File: src/rtl/bambu_putchar.sv
// HLS putchar: each call pushes one byte into a circular buffer that drains to TX via valid/ready.
// Call latency 1 cycle with space (more while full); TX_VALID/TX_DATA hold while TX_READY is low.
module bambu_putchar #(
  parameter int DEPTH = 16,
  localparam int CW = $clog2(DEPTH + 1)
) (
  input  logic          clock,
  input  logic          reset,
  input  logic          start_port,
  input  logic [7:0]    in1,
  output logic          done_port,
  output logic [15:0]   return_port,
  output logic [7:0]    TX_DATA,
  output logic          TX_VALID,
  input  logic          TX_READY,
  output logic [CW-1:0] fifo_count
);

  localparam int PW = $clog2(DEPTH);

  typedef enum logic [1:0] {IDLE, WAIT_SPACE, DONE} state_e;

  state_e          state_q, state_d;
  logic [7:0]      char_q, char_d;
  logic [15:0]     ret_q, ret_d;
  logic [PW-1:0]   wr_ptr_q, wr_ptr_d;
  logic [PW-1:0]   rd_ptr_q, rd_ptr_d;
  logic [CW-1:0]   count_q, count_d;
  logic [7:0]      tx_dat_q, tx_dat_d;
  logic            tx_vld_q, tx_vld_d;
  logic [7:0]      mem_q [DEPTH];

  logic            full, empty, push, pop;
  logic [7:0]      push_dat;

  assign full  = (count_q == CW'(DEPTH));
  assign empty = (count_q == '0);
  // Pop only when the output register is free or being drained this cycle.
  assign pop   = !empty && (!tx_vld_q || TX_READY);

  always_comb begin
    state_d  = state_q;
    char_d   = char_q;
    ret_d    = ret_q;
    push     = 1'b0;
    push_dat = char_q;
    case (state_q)
      IDLE: begin
        if (start_port) begin
          char_d   = in1;
          push_dat = in1;
          if (!full) begin
            push    = 1'b1;
            state_d = DONE;
          end else begin
            state_d = WAIT_SPACE;
          end
        end
      end
      WAIT_SPACE: begin
        if (!full) begin
          push    = 1'b1;
          state_d = DONE;
        end
      end
      DONE:    state_d = IDLE;
      default: state_d = IDLE;
    endcase
    if (push) ret_d = {8'h00, push_dat};
  end

  always_comb begin
    wr_ptr_d = wr_ptr_q;
    rd_ptr_d = rd_ptr_q;
    count_d  = count_q + CW'(push) - CW'(pop);
    tx_dat_d = tx_dat_q;
    tx_vld_d = tx_vld_q;
    if (push) wr_ptr_d = wr_ptr_q + 1'b1;
    if (pop) begin
      rd_ptr_d = rd_ptr_q + 1'b1;
      tx_dat_d = mem_q[rd_ptr_q];
      tx_vld_d = 1'b1;
    end else if (TX_READY) begin
      tx_vld_d = 1'b0;
    end
  end

  always_ff @(posedge clock or negedge reset) begin
    if (!reset) begin
      state_q  <= IDLE;
      char_q   <= 8'h00;
      ret_q    <= 16'h0000;
      wr_ptr_q <= '0;
      rd_ptr_q <= '0;
      count_q  <= '0;
      tx_dat_q <= 8'h00;
      tx_vld_q <= 1'b0;
    end else begin
      state_q  <= state_d;
      char_q   <= char_d;
      ret_q    <= ret_d;
      wr_ptr_q <= wr_ptr_d;
      rd_ptr_q <= rd_ptr_d;
      count_q  <= count_d;
      tx_dat_q <= tx_dat_d;
      tx_vld_q <= tx_vld_d;
    end
  end

  // Storage array carries no reset; occupancy is tracked by count_q alone.
  always_ff @(posedge clock) begin
    if (push) mem_q[wr_ptr_q] <= push_dat;
  end

  assign done_port   = (state_q == DONE);
  assign return_port = ret_q;
  assign TX_DATA     = tx_dat_q;
  assign TX_VALID    = tx_vld_q;
  assign fifo_count  = count_q;

endmodule

File: config.mk
export PLATFORM = sky130hd
export DESIGN_NAME = bambu_putchar
export DESIGN_NICKNAME = d
export VERILOG_FILES = /design/src/rtl/bambu_putchar.sv
export SDC_FILE = /design/constraint.sdc
export NUM_CORES = 1
export LEC_CHECK = 0
export BUFFER_PORTS_ARGS = -buffer_cell sky130_fd_sc_hd__buf_2
export CAP_MARGIN = 5
export CORE_ASPECT_RATIO = 1.1
export CORE_MARGIN = 5
export CORE_UTILIZATION = 25
export CTS_CLUSTER_DIAMETER = 50
export DETAILED_ROUTE_END_ITERATION = 6
export PLACE_DENSITY_LB_ADDON = 0.05
export SLEW_MARGIN = 20
export SYNTH_ARGS = -nofsm -noshare
export SYNTH_HDL_FRONTEND = slang
export SYNTH_SLANG_ARGS = --single-unit
File: constraint.sdc
create_clock -name clock -period 5.31 [get_ports clock]
set_input_delay 0.531 -clock clock [delete_from_list [all_inputs] [get_ports clock]]
set_output_delay 0.531 -clock clock [all_outputs]
set_load 0.01 [all_outputs]
==> run summary, run 1 <==
status: complete, no violations
post-synthesis sequential element count: 168
Fin Setup TNS: 0 ps
final setup fails: 0
main flop type after synthesis: edfxtp_1
Critical Path RT: 5660 ps
max cap viols: 0
Final ANT Viol Nets: 0
I/O pins: 43
Distinct cells, synth: 44
initial antenna violation count: 0
critical path type: flip-flop to flip-flop
post-synth top area share: 55.65%
vias per cell: 4.220
RSZ-0062 raised after global routing: false
Worst-Margin Slew: 700.9 ps
EDFF count, synth: 128
drt initial violations: 190
first-pass GRT wire length: 24370 um
Synth area leader: edfxtp_1
FP Rows: 63
number of warnings issued by yosys: 0
Final period util: 51.42%
min Tclk post-route: 2730 ps
CP Capture Type: flip-flop
FFs w/ async S/R, synth: 23.81%
Die Y: 184.3 um
Fin Hold WS: 109.9 ps
grt ovf: 0
P&R area growth vs syn: 16.97%
most frequent cell after synthesis: edfxtp_1
CP Max Fanout: 20
Startpoint Class: flip-flop
fraction of layout cells with a size suffix above 1: 32.39%
PwrDens: 563.8 mW/mm^2
DRC: 0
initial core utilization: 25.47%
DR pass1 iterations: 4
clk root buf: clkbuf_16
CTS clk-pin slew, worst paths: 70 ps
Fmax achieved: 366.3 MHz
# resized after CTS: 0
Core Region: 0.02712 mm^2
synth cell count leaders: edfxtp_1, dfrtp_1, nor2_1
Wirelength per Cell: 20.75 um
H-tree levels: 4
dpl hpwl: 10310 um
HP Class: primary input to async pin
Post-CTS Setup Inserts: 0
CTS Buffer Depth: 2
Num CTS Buffers: 17
die area: 0.03105 mm^2
synthesized area: 0.006907 mm^2
Hold Fails Final Rpt: 0
Lkg Pwr: 2.840 nW
Slew Limit Fails: 0
Synth Area per Inst: 18.72 um^2
TritonCTS clock tree: built
largest net degree at the start of global routing: 41
arrival time worst endpoint: 3080 ps
width of the die: 168.5 um
DRT Wirelength: 16250 um
synth top area cells: edfxtp_1, dfrtp_1, mux4_2
Max VDD drop: 221.6 uV
Final GP Congestion: 0.7169
Sink Count: 168
clk_lat worst skew: 420 ps
Layout Skew: 13.58 ps
number of global-route vias before repair: 3563
nets@finish: 438
register area share after synthesis: 70.14%
Post-CTS Hold Buffers: 0
# diodes: 0
Port Buffers: 34
vias: 3304
gr usage total: 10.98%
Syn Inst Count: 369
max_slew headroom: 53.27%
kinds of logic after synthesis:
group	after synthesis	synth area share (%)
flops	168	70.14
xor+xnor	10	1.268
mux	49	13.61
compound gates	25	3.967
other cells	1	0.05430
simple gates	64	5.036
buf+inv	40	3.641
fa+ha+maj	12	2.283
layer usage:
| layer | GRT usage, % | routed length (um) | share of wire, % |
|---|---|---|---|
| met4 | 3.312 | 180 | 1.1 |
| met2 | 17.99 | 7961 | 49 |
| met1 | 14.54 | 7582 | 47 |
| met5 | 0 | 0 | 0 |
| met3 | 2.638 | 524 | 3.2 |
worst paths after layout:
check	from	endpoint	slack, ps	cells past startpoint
min reg2reg	rd_ptr_q[3]	rd_ptr_q[3]	500	1
min in group clock	TX_READY	TX_VALID	310	2
max reg2reg	fifo_count[3]	fifo_count[4]	2580	14
max	fifo_count[3]	fifo_count[4]	2580	14
max in group asynchronous	reset	rd_ptr_q[0]	4770	1
min	reset	return_port[7]	110	1
layout make-up:
type                            count  area [um^2]
Inverter                           13        48.80
Multi-Input combinational cell    168         1866
Clock inverter                     12        176.4
Tap cell                          357        446.7
Fill cell                        2689        19040
Sequential cell                   168         4846
Clock buffer                       19        432.9
Timing Repair Buffer               46        262.8
power breakdown:
part / switching [mW] / internal, mW
combinational: 0.744 / 0.604
sequential: 0.210 / 1.70
clock: 0.509 / 0.786
total: 1.46 / 3.09
layout by cell type, fill, tap and decap left out, types with 2 or more instances in the layout:
master,count
nand4_1,2
nor2_1,35
xnor2_1,7
o22ai_2,8
bufinv_16,4
clkbuf_1,2
and3_1,4
mux4_1,2
nor4b_2,5
clkinv_2,2
mux4_2,30
o21bai_1,2
ha_1,11
a21oi_1,2
nor3b_1,4
a221oi_2,8
clkinv_4,3
inv_1,11
clkinv_1,2
edfxtp_1,128
nand2_1,4
mux2_4,8
xor2_1,3
and4_1,4
conb_1,8
dfrtp_1,39
mux2i_1,8
buf_4,13
buf_2,33
clkbuf_16,17
sequential cells by signal, indices dropped and copies added, names as in the netlist:
| name | flops |
|---|---|
| mem_q | 128 |
| TX_DATA | 8 |
| char_q | 8 |
| return_port | 8 |
| fifo_count | 5 |
| rd_ptr_q | 4 |
| wr_ptr_q | 4 |
| state_q | 2 |
| TX_VALID | 1 |
stage by stage:
step	setup slack, ps	util (%)	std cells	area [um^2]	power, mW
CTS	2552	29.79	783	8077	4.654
finish	2580	29.79	783	8079	4.555
global route	2332	29.79	783	8079	4.812
floorplan	2651	-	376	6933	2.887
detailed placement	2504	27.54	752	7467	3.339
global placement	2552	27.54	752	7467	3.332
critical path, cell delays in order, from the launching register on:
cell      delay (ps)
dfrtp_1          390
inv_1             80
ha_1             220
a31oi_1          140
buf_4            270
inv_2            180
ha_1             320
inv_1             50
ha_1             160
inv_1             60
fa_1             400
inv_1             70
a21oi_1           60
o21bai_1         150
xnor2_1          130
No activity file was read; power rests on OpenSTA's default activity.
==> run 2, diff against run 1 <==
==> constraint.sdc (replaced) <==
create_clock -name clock -period 2.48 [get_ports clock]
set_input_delay 0.248 -clock clock [delete_from_list [all_inputs] [get_ports clock]]
set_output_delay 0.248 -clock clock [all_outputs]
set_load 0.01 [all_outputs]
==> run 2 against run 1 <==
Worst hold slack worse by 67 ps; combinational power is 140% higher; first-iteration DRC count shrank 7.4%; global-route usage up 0.077 points; non-clock buffer count grew 12; clock skew down 2.6 ps; wire length is 0.98% higher; flip-flop and latch count did not move; utilization is 0.47 points higher; critical path type unchanged; largest power group unchanged; clock power grew 110%.
==> run summary, run 2 (same netlist as run 1, synthesis figures left out) <==
CP Max Fanout: 3 (-85%)
vias per cell: 4.242 (+0.53%)
CTS Buffer Depth: 2 (unchanged)
Sink Count: 168 (unchanged)
Num CTS Buffers: 17 (unchanged)
arrival time worst endpoint: 2620 ps (-460 ps)
clk root buf: clkbuf_16
die area: 0.03105 mm^2 (unchanged)
PwrDens: 1205 mW/mm^2 (+110%)
R2R depth: 13 (-1)
Fmax achieved: 439.6 MHz (+20%)
Worst Hold Path Cells: 2
Critical Path RT: 2830 ps (-2830 ps)
Worst-Margin Slew: 580.2 ps (-120.8 ps)
Startpoint Class: flip-flop
most frequent cells in the layout: edfxtp_1, dfrtp_1, nor2_1, buf_2, mux4_2
initial antenna violation count: 0 (unchanged)
Layout Skew: 10.98 ps (-2.601 ps)
DRC: 0 (unchanged)
Core Region: 0.02712 mm^2 (unchanged)
FF-to-FF Start: fifo_count[2]
first-pass GRT wire length: 24640 um (+1.1%)
max cap viols: 0 (unchanged)
Slew Limit Fails: 0 (unchanged)
max_slew headroom: 61.32% (+8.1 points)
RSZ-0062 raised after global routing: false
CP Capture Type: flip-flop
vias: 3381 (+2.3%)
Max VDD drop: 512.1 uV (+130%)
Fin Setup TNS: 0 ps (unchanged)
dpl hpwl: 10430 um (+1.2%)
Wirelength per Cell: 20.59 um (-0.80%)
filler cell count: 2705 (+0.60%)
nets@finish: 450 (+2.7%)
H-tree levels: 4 (unchanged)
clk_lat worst skew: 420 ps (about the same)
hold path endpoint: TX_VALID
Largest Register: mem_q
TritonCTS clock tree: built
initial core utilization: 25.47% (unchanged)
grt ovf: 0 (unchanged)
Die Y: 184.3 um (unchanged)
FP Rows: 63 (unchanged)
Final period util: 91.73% (+40 points)
drt initial violations: 176 (-7.4%)
post-placement cell count: 761 (+1.2%)
HP Class: primary input to flip-flop
r2r setup slk: 210 ps (-2370 ps)
DR pass1 iterations: 4 (unchanged)
Fin Hold WS: 42.44 ps (-67.46 ps)
Port Buffers: 34 (unchanged)
status: complete, no violations
worst r2r dst: fifo_count[4]
DRT Wirelength: 16410 um (+0.98%)
I/O pins: 43 (unchanged)
number of global-route vias before repair: 3654 (+2.6%)
final setup fails: 0 (unchanged)
width of the die: 168.5 um (unchanged)
commonest non-fill, non-tap cell in the layout: edfxtp_1
Final GP Congestion: 0.6963 (-2.9%)
Hold Fails Final Rpt: 0 (unchanged)
fraction of layout cells with a size suffix above 1: 35.76% (+3.4 points)
largest net degree at the start of global routing: 36 (-12%)
Final ANT Viol Nets: 0 (unchanged)
Lkg Pwr: 2.896 nW (+2.0%)
critical path type: flip-flop to flip-flop
P&R area growth vs syn: 18.82%
gr usage total: 11.06% (+0.077 points)
CTS clk-pin slew, worst paths: 70 ps (about the same)
worst min-delay path startpoint: TX_READY
number of flip-flops under the largest register name: 128 (unchanged)
Post-Layout Cell Count: 797 (+1.8%)
min Tclk post-route: 2275 ps (-455.5 ps)
## run 2: final cells by class
cell class | count | area [um^2] | share of cell area, %
clock buffers | 18 | 429.2 | 5.229
inverters | 13 | 48.80 | 0.5946
well taps | 357 | 446.7 | 5.443
repair buffers | 58 | 377.9 | 4.604
flip-flops and latches | 168 | 4846 | 59.05
diodes | 1 | 2.502 | 0.03049
multi-input cells | 168 | 1892 | 23.05
clock inverters | 14 | 163.9 | 1.997
## run 2: worst max path at each step
| stage | start | end | slack, ps | cells after the start |
|---|---|---|---|---|
| after CTS | fifo_count[2] | fifo_count[4] | 60 | 13 |
| after floorplan | fifo_count[2] | mem_q[2][0] | 30 | 6 |
| after global routing | fifo_count[2] | fifo_count[4] | 50 | 13 |
| after detailed placement | fifo_count[2] | fifo_count[4] | 70 | 13 |
| after global placement | fifo_count[2] | fifo_count[4] | 120 | 13 |
| final | fifo_count[2] | fifo_count[4] | 210 | 13 |
## run 2: critical path, stage by stage, from the launching register on
cell	delay [ps]
dfrtp_1	400
inv_2	90
ha_4	140
nor4b_4	230
a21oi_2	60
ha_1	270
inv_1	60
ha_2	160
inv_1	50
fa_2	340
inv_1	60
a21oi_1	60
o21bai_1	160
xnor2_1	130
## run 2: routing by layer
layer | global-route usage, % | wire length, um
met1 | 15.10 | 7715
met2 | 17.83 | 7976
met3 | 2.531 | 557
met4 | 3.019 | 159
met5 | 0 | 0
## run 2: through the flow
stage                     power (mW)  utilization, %  setup slack (ps)  instance area (um^2)
after floorplan                6.189               -             32.09                  6945
after global placement         7.313           27.89             116.2                  7562
after detailed placement       7.334           27.89             71.94                  7562
after CTS                      10.05           30.11             61.59                  8165
after global routing           10.51           30.26             48.64                  8204
final                          9.885           30.26             205.1                  8207
## run 2: timing repair
action / CTS / global route
setup buffers: 0 / 2
hold buffers: 1 / 0
gates resized for setup: 0 / 6
endpoints found under the setup margin: 0 / 1
endpoints found under the hold margin: 11 / 0
## run 2: power by group
| part | switching, mW | internal, mW |
|---|---|---|
| sequential | 0.324 | 3.64 |
| combinational | 1.80 | 1.43 |
| clock | 1.17 | 1.51 |
| total | 3.30 | 6.59 |
==> run 3, diff against run 2 <==
--- a/config.mk
+++ b/config.mk
@@ -10,6 +10,7 @@
 export CORE_ASPECT_RATIO = 1.1
 export CORE_MARGIN = 5
 export CORE_UTILIZATION = 25
+export CTS_BUF_LIST = sky130_fd_sc_hd__clkbuf_2
 export CTS_CLUSTER_DIAMETER = 50
 export DETAILED_ROUTE_END_ITERATION = 6
 export PLACE_DENSITY_LB_ADDON = 0.05
==> run 3 against run 2 <==
Utilization down 0.79 points; via count rose by 1.8%; sequential share of layout area increased by 1.6 points; flip-flop and latch count unchanged; register-to-register slack worse by 40 ps; die area stayed put; worst hold slack gained 210 ps; clock power shrank 43%; wire length hardly changed; power down 11%; critical path depth did not move.
==> run summary, run 3 (same netlist as run 1, synthesis figures left out) <==
status: complete, no violations
r2r setup slk: 170 ps (-40 ps)
Worst Setup SP: fifo_count[2]
Fmax achieved: 432.9 MHz (-1.5%)
drt initial violations: 177 (+0.57%)
RSZ-0062 raised after global routing: true
critical path type: flip-flop to flip-flop
clk_lat worst skew: 710 ps (+290 ps)
Critical Path RT: 3140 ps (+310 ps)
width of the die: 168.5 um (unchanged)
number of flip-flops under the largest register name: 128 (unchanged)
largest net degree at the start of global routing: 36 (unchanged)
max_slew headroom: 60.83% (-0.49 points)
Core Region: 0.02712 mm^2 (unchanged)
fraction of layout cells with a size suffix above 1: 35.70% (-0.065 points)
Startpoint Class: flip-flop
Worst-Margin Slew: 587.6 ps (+7.403 ps)
Final period util: 93.14% (+1.4 points)
Hold Fails Final Rpt: 0 (unchanged)
Sink Count: 168 (unchanged)
Final ANT Viol Nets: 0 (unchanged)
most frequent cells in the layout: edfxtp_1, dfrtp_1, nor2_1, buf_2, mux4_2
commonest non-fill, non-tap cell in the layout: edfxtp_1
P&R area growth vs syn: 15.71%
DRT Wirelength: 16410 um (about the same)
initial antenna violation count: 1 (+1)
number of global-route vias before repair: 3647 (-0.19%)
Port Buffers: 34 (unchanged)
HP Class: primary input to flip-flop
nets@finish: 462 (+2.7%)
vias per cell: 4.255 (+0.29%)
vias: 3442 (+1.8%)
CTS Buffer Depth: 2 (unchanged)
pre-CTS setup slack: 71.94 ps (unchanged)
max cap viols: 0 (unchanged)
H-tree levels: 4 (unchanged)
Layout Skew: 47.32 ps (+36.33 ps)
Die Y: 184.3 um (unchanged)
min Tclk post-route: 2310 ps (+35.10 ps)
DRC: 0 (unchanged)
grt ovf: 0 (unchanged)
clk root buf: clkbuf_2
FF-to-FF Start: fifo_count[2]
worst min-delay path startpoint: TX_READY
I/O pins: 43 (unchanged)
Num CTS Buffers: 17 (unchanged)
Lkg Pwr: 2.809 nW (-3.0%)
die area: 0.03105 mm^2 (unchanged)
CP Capture Type: flip-flop
Slew Limit Fails: 0 (unchanged)
Largest Register: mem_q
first-pass GRT wire length: 24470 um (-0.70%)
arrival time worst endpoint: 2970 ps (+350 ps)
CP Max Fanout: 3 (unchanged)
DR pass1 iterations: 4 (unchanged)
PwrDens: 1096 mW/mm^2 (-9.0%)
initial core utilization: 25.47% (unchanged)
CTS clk-pin slew, worst paths: 260 ps (+190 ps)
filler cell count: 2726 (+0.78%)
FP Rows: 63 (unchanged)
final setup fails: 0 (unchanged)
Wirelength per Cell: 20.28 um (-1.5%)
Max VDD drop: 513.5 uV (+0.26%)
min setup slack post-route: 170.0 ps (-35.10 ps)
dpl hpwl: 10430 um (unchanged)
TritonCTS clock tree: built
Fin Setup TNS: 0 ps (unchanged)
gr usage total: 11.00% (-0.054 points)
Final GP Congestion: 0.6963 (unchanged)
run 3: cell types whose count changed in the layout (fill, tap and decap cells not counted):
cell	delta
clkbuf_1	-1
clkbuf_16	-17
inv_2	+2
clkbuf_2	+18
a21oi_1	-1
inv_1	-2
dlygate4sd3_1	+12
a21oi_2	+1
run 3: metrics by stage:
stage / total power, mW / instance area [um^2] / std cells / hold WS [ps] / utilization, %
2_1_floorplan: 6.189 / 6945 / 376 / -47.59 / -
3_3_place_gp: 7.313 / 7562 / 761 / 152.4 / 27.89
3_5_place_dp: 7.334 / 7562 / 761 / 151.5 / 27.89
4_1_cts: 8.916 / 7946 / 806 / 151.6 / 29.31
5_1_grt: 9.373 / 7991 / 809 / 160.3 / 29.47
6_report: 8.760 / 7991 / 809 / 254.1 / 29.47
run 3: power breakdown:
group          leakage [nW]  internal [mW]  total (mW)  switching, mW
combinational          1.05           1.45        3.26           1.81
sequential             1.61           3.64        3.96          0.327
clock                 0.150          0.497        1.54           1.04
run 3: what timing repair did:
| action | 4_1_cts | 5_1_grt |
|---|---|---|
| endpoints found under the setup margin | 0 | 2 |
| endpoints found under the hold margin | 161 | 0 |
| buffers inserted | 0 | 2 |
| resized for setup | 0 | 9 |
| hold buffers | 13 | 0 |
run 3: worst paths after layout:
| check | end | cells past startpoint |
|---|---|---|
| max reg2reg | fifo_count[4] | 13 |
| min | TX_VALID | 3 |
| min reg2reg | rd_ptr_q[3] | 1 |
| max in group asynchronous | state_q[1] | 4 |
| max | fifo_count[4] | 13 |
| min in group asynchronous | char_q[6] | 4 |
run 3: worst max-delay path: stages, from the launching register on:
cell and delay [ps]:
dfrtp_1 460, inv_2 90, ha_4 140, nor4b_4 230, a21oi_2 60, ha_1 270, inv_1 60, ha_2 170
inv_2 40, fa_2 350, inv_2 70, a21oi_2 50, o21bai_1 160, xnor2_1 130
run 3: layout make-up:
class                      instances  area, um^2  area share, %
timing repair buffer              70       498.0          6.231
antenna                            1       2.502        0.03131
tap                              357       446.7          5.589
inverter                          13       48.80         0.6106
clock buffer                      18       90.09          1.127
multi-input combinational        168        1896          23.72
sequential                       168        4846          60.64
clock inverter                    14       163.9          2.051
run 3: routing by layer:
layer / track usage [%] / wire, um
met5: 0 / 0
met3: 2.574 / 582
met1: 14.80 / 7689
met2: 17.91 / 7993
met4: 3.117 / 141
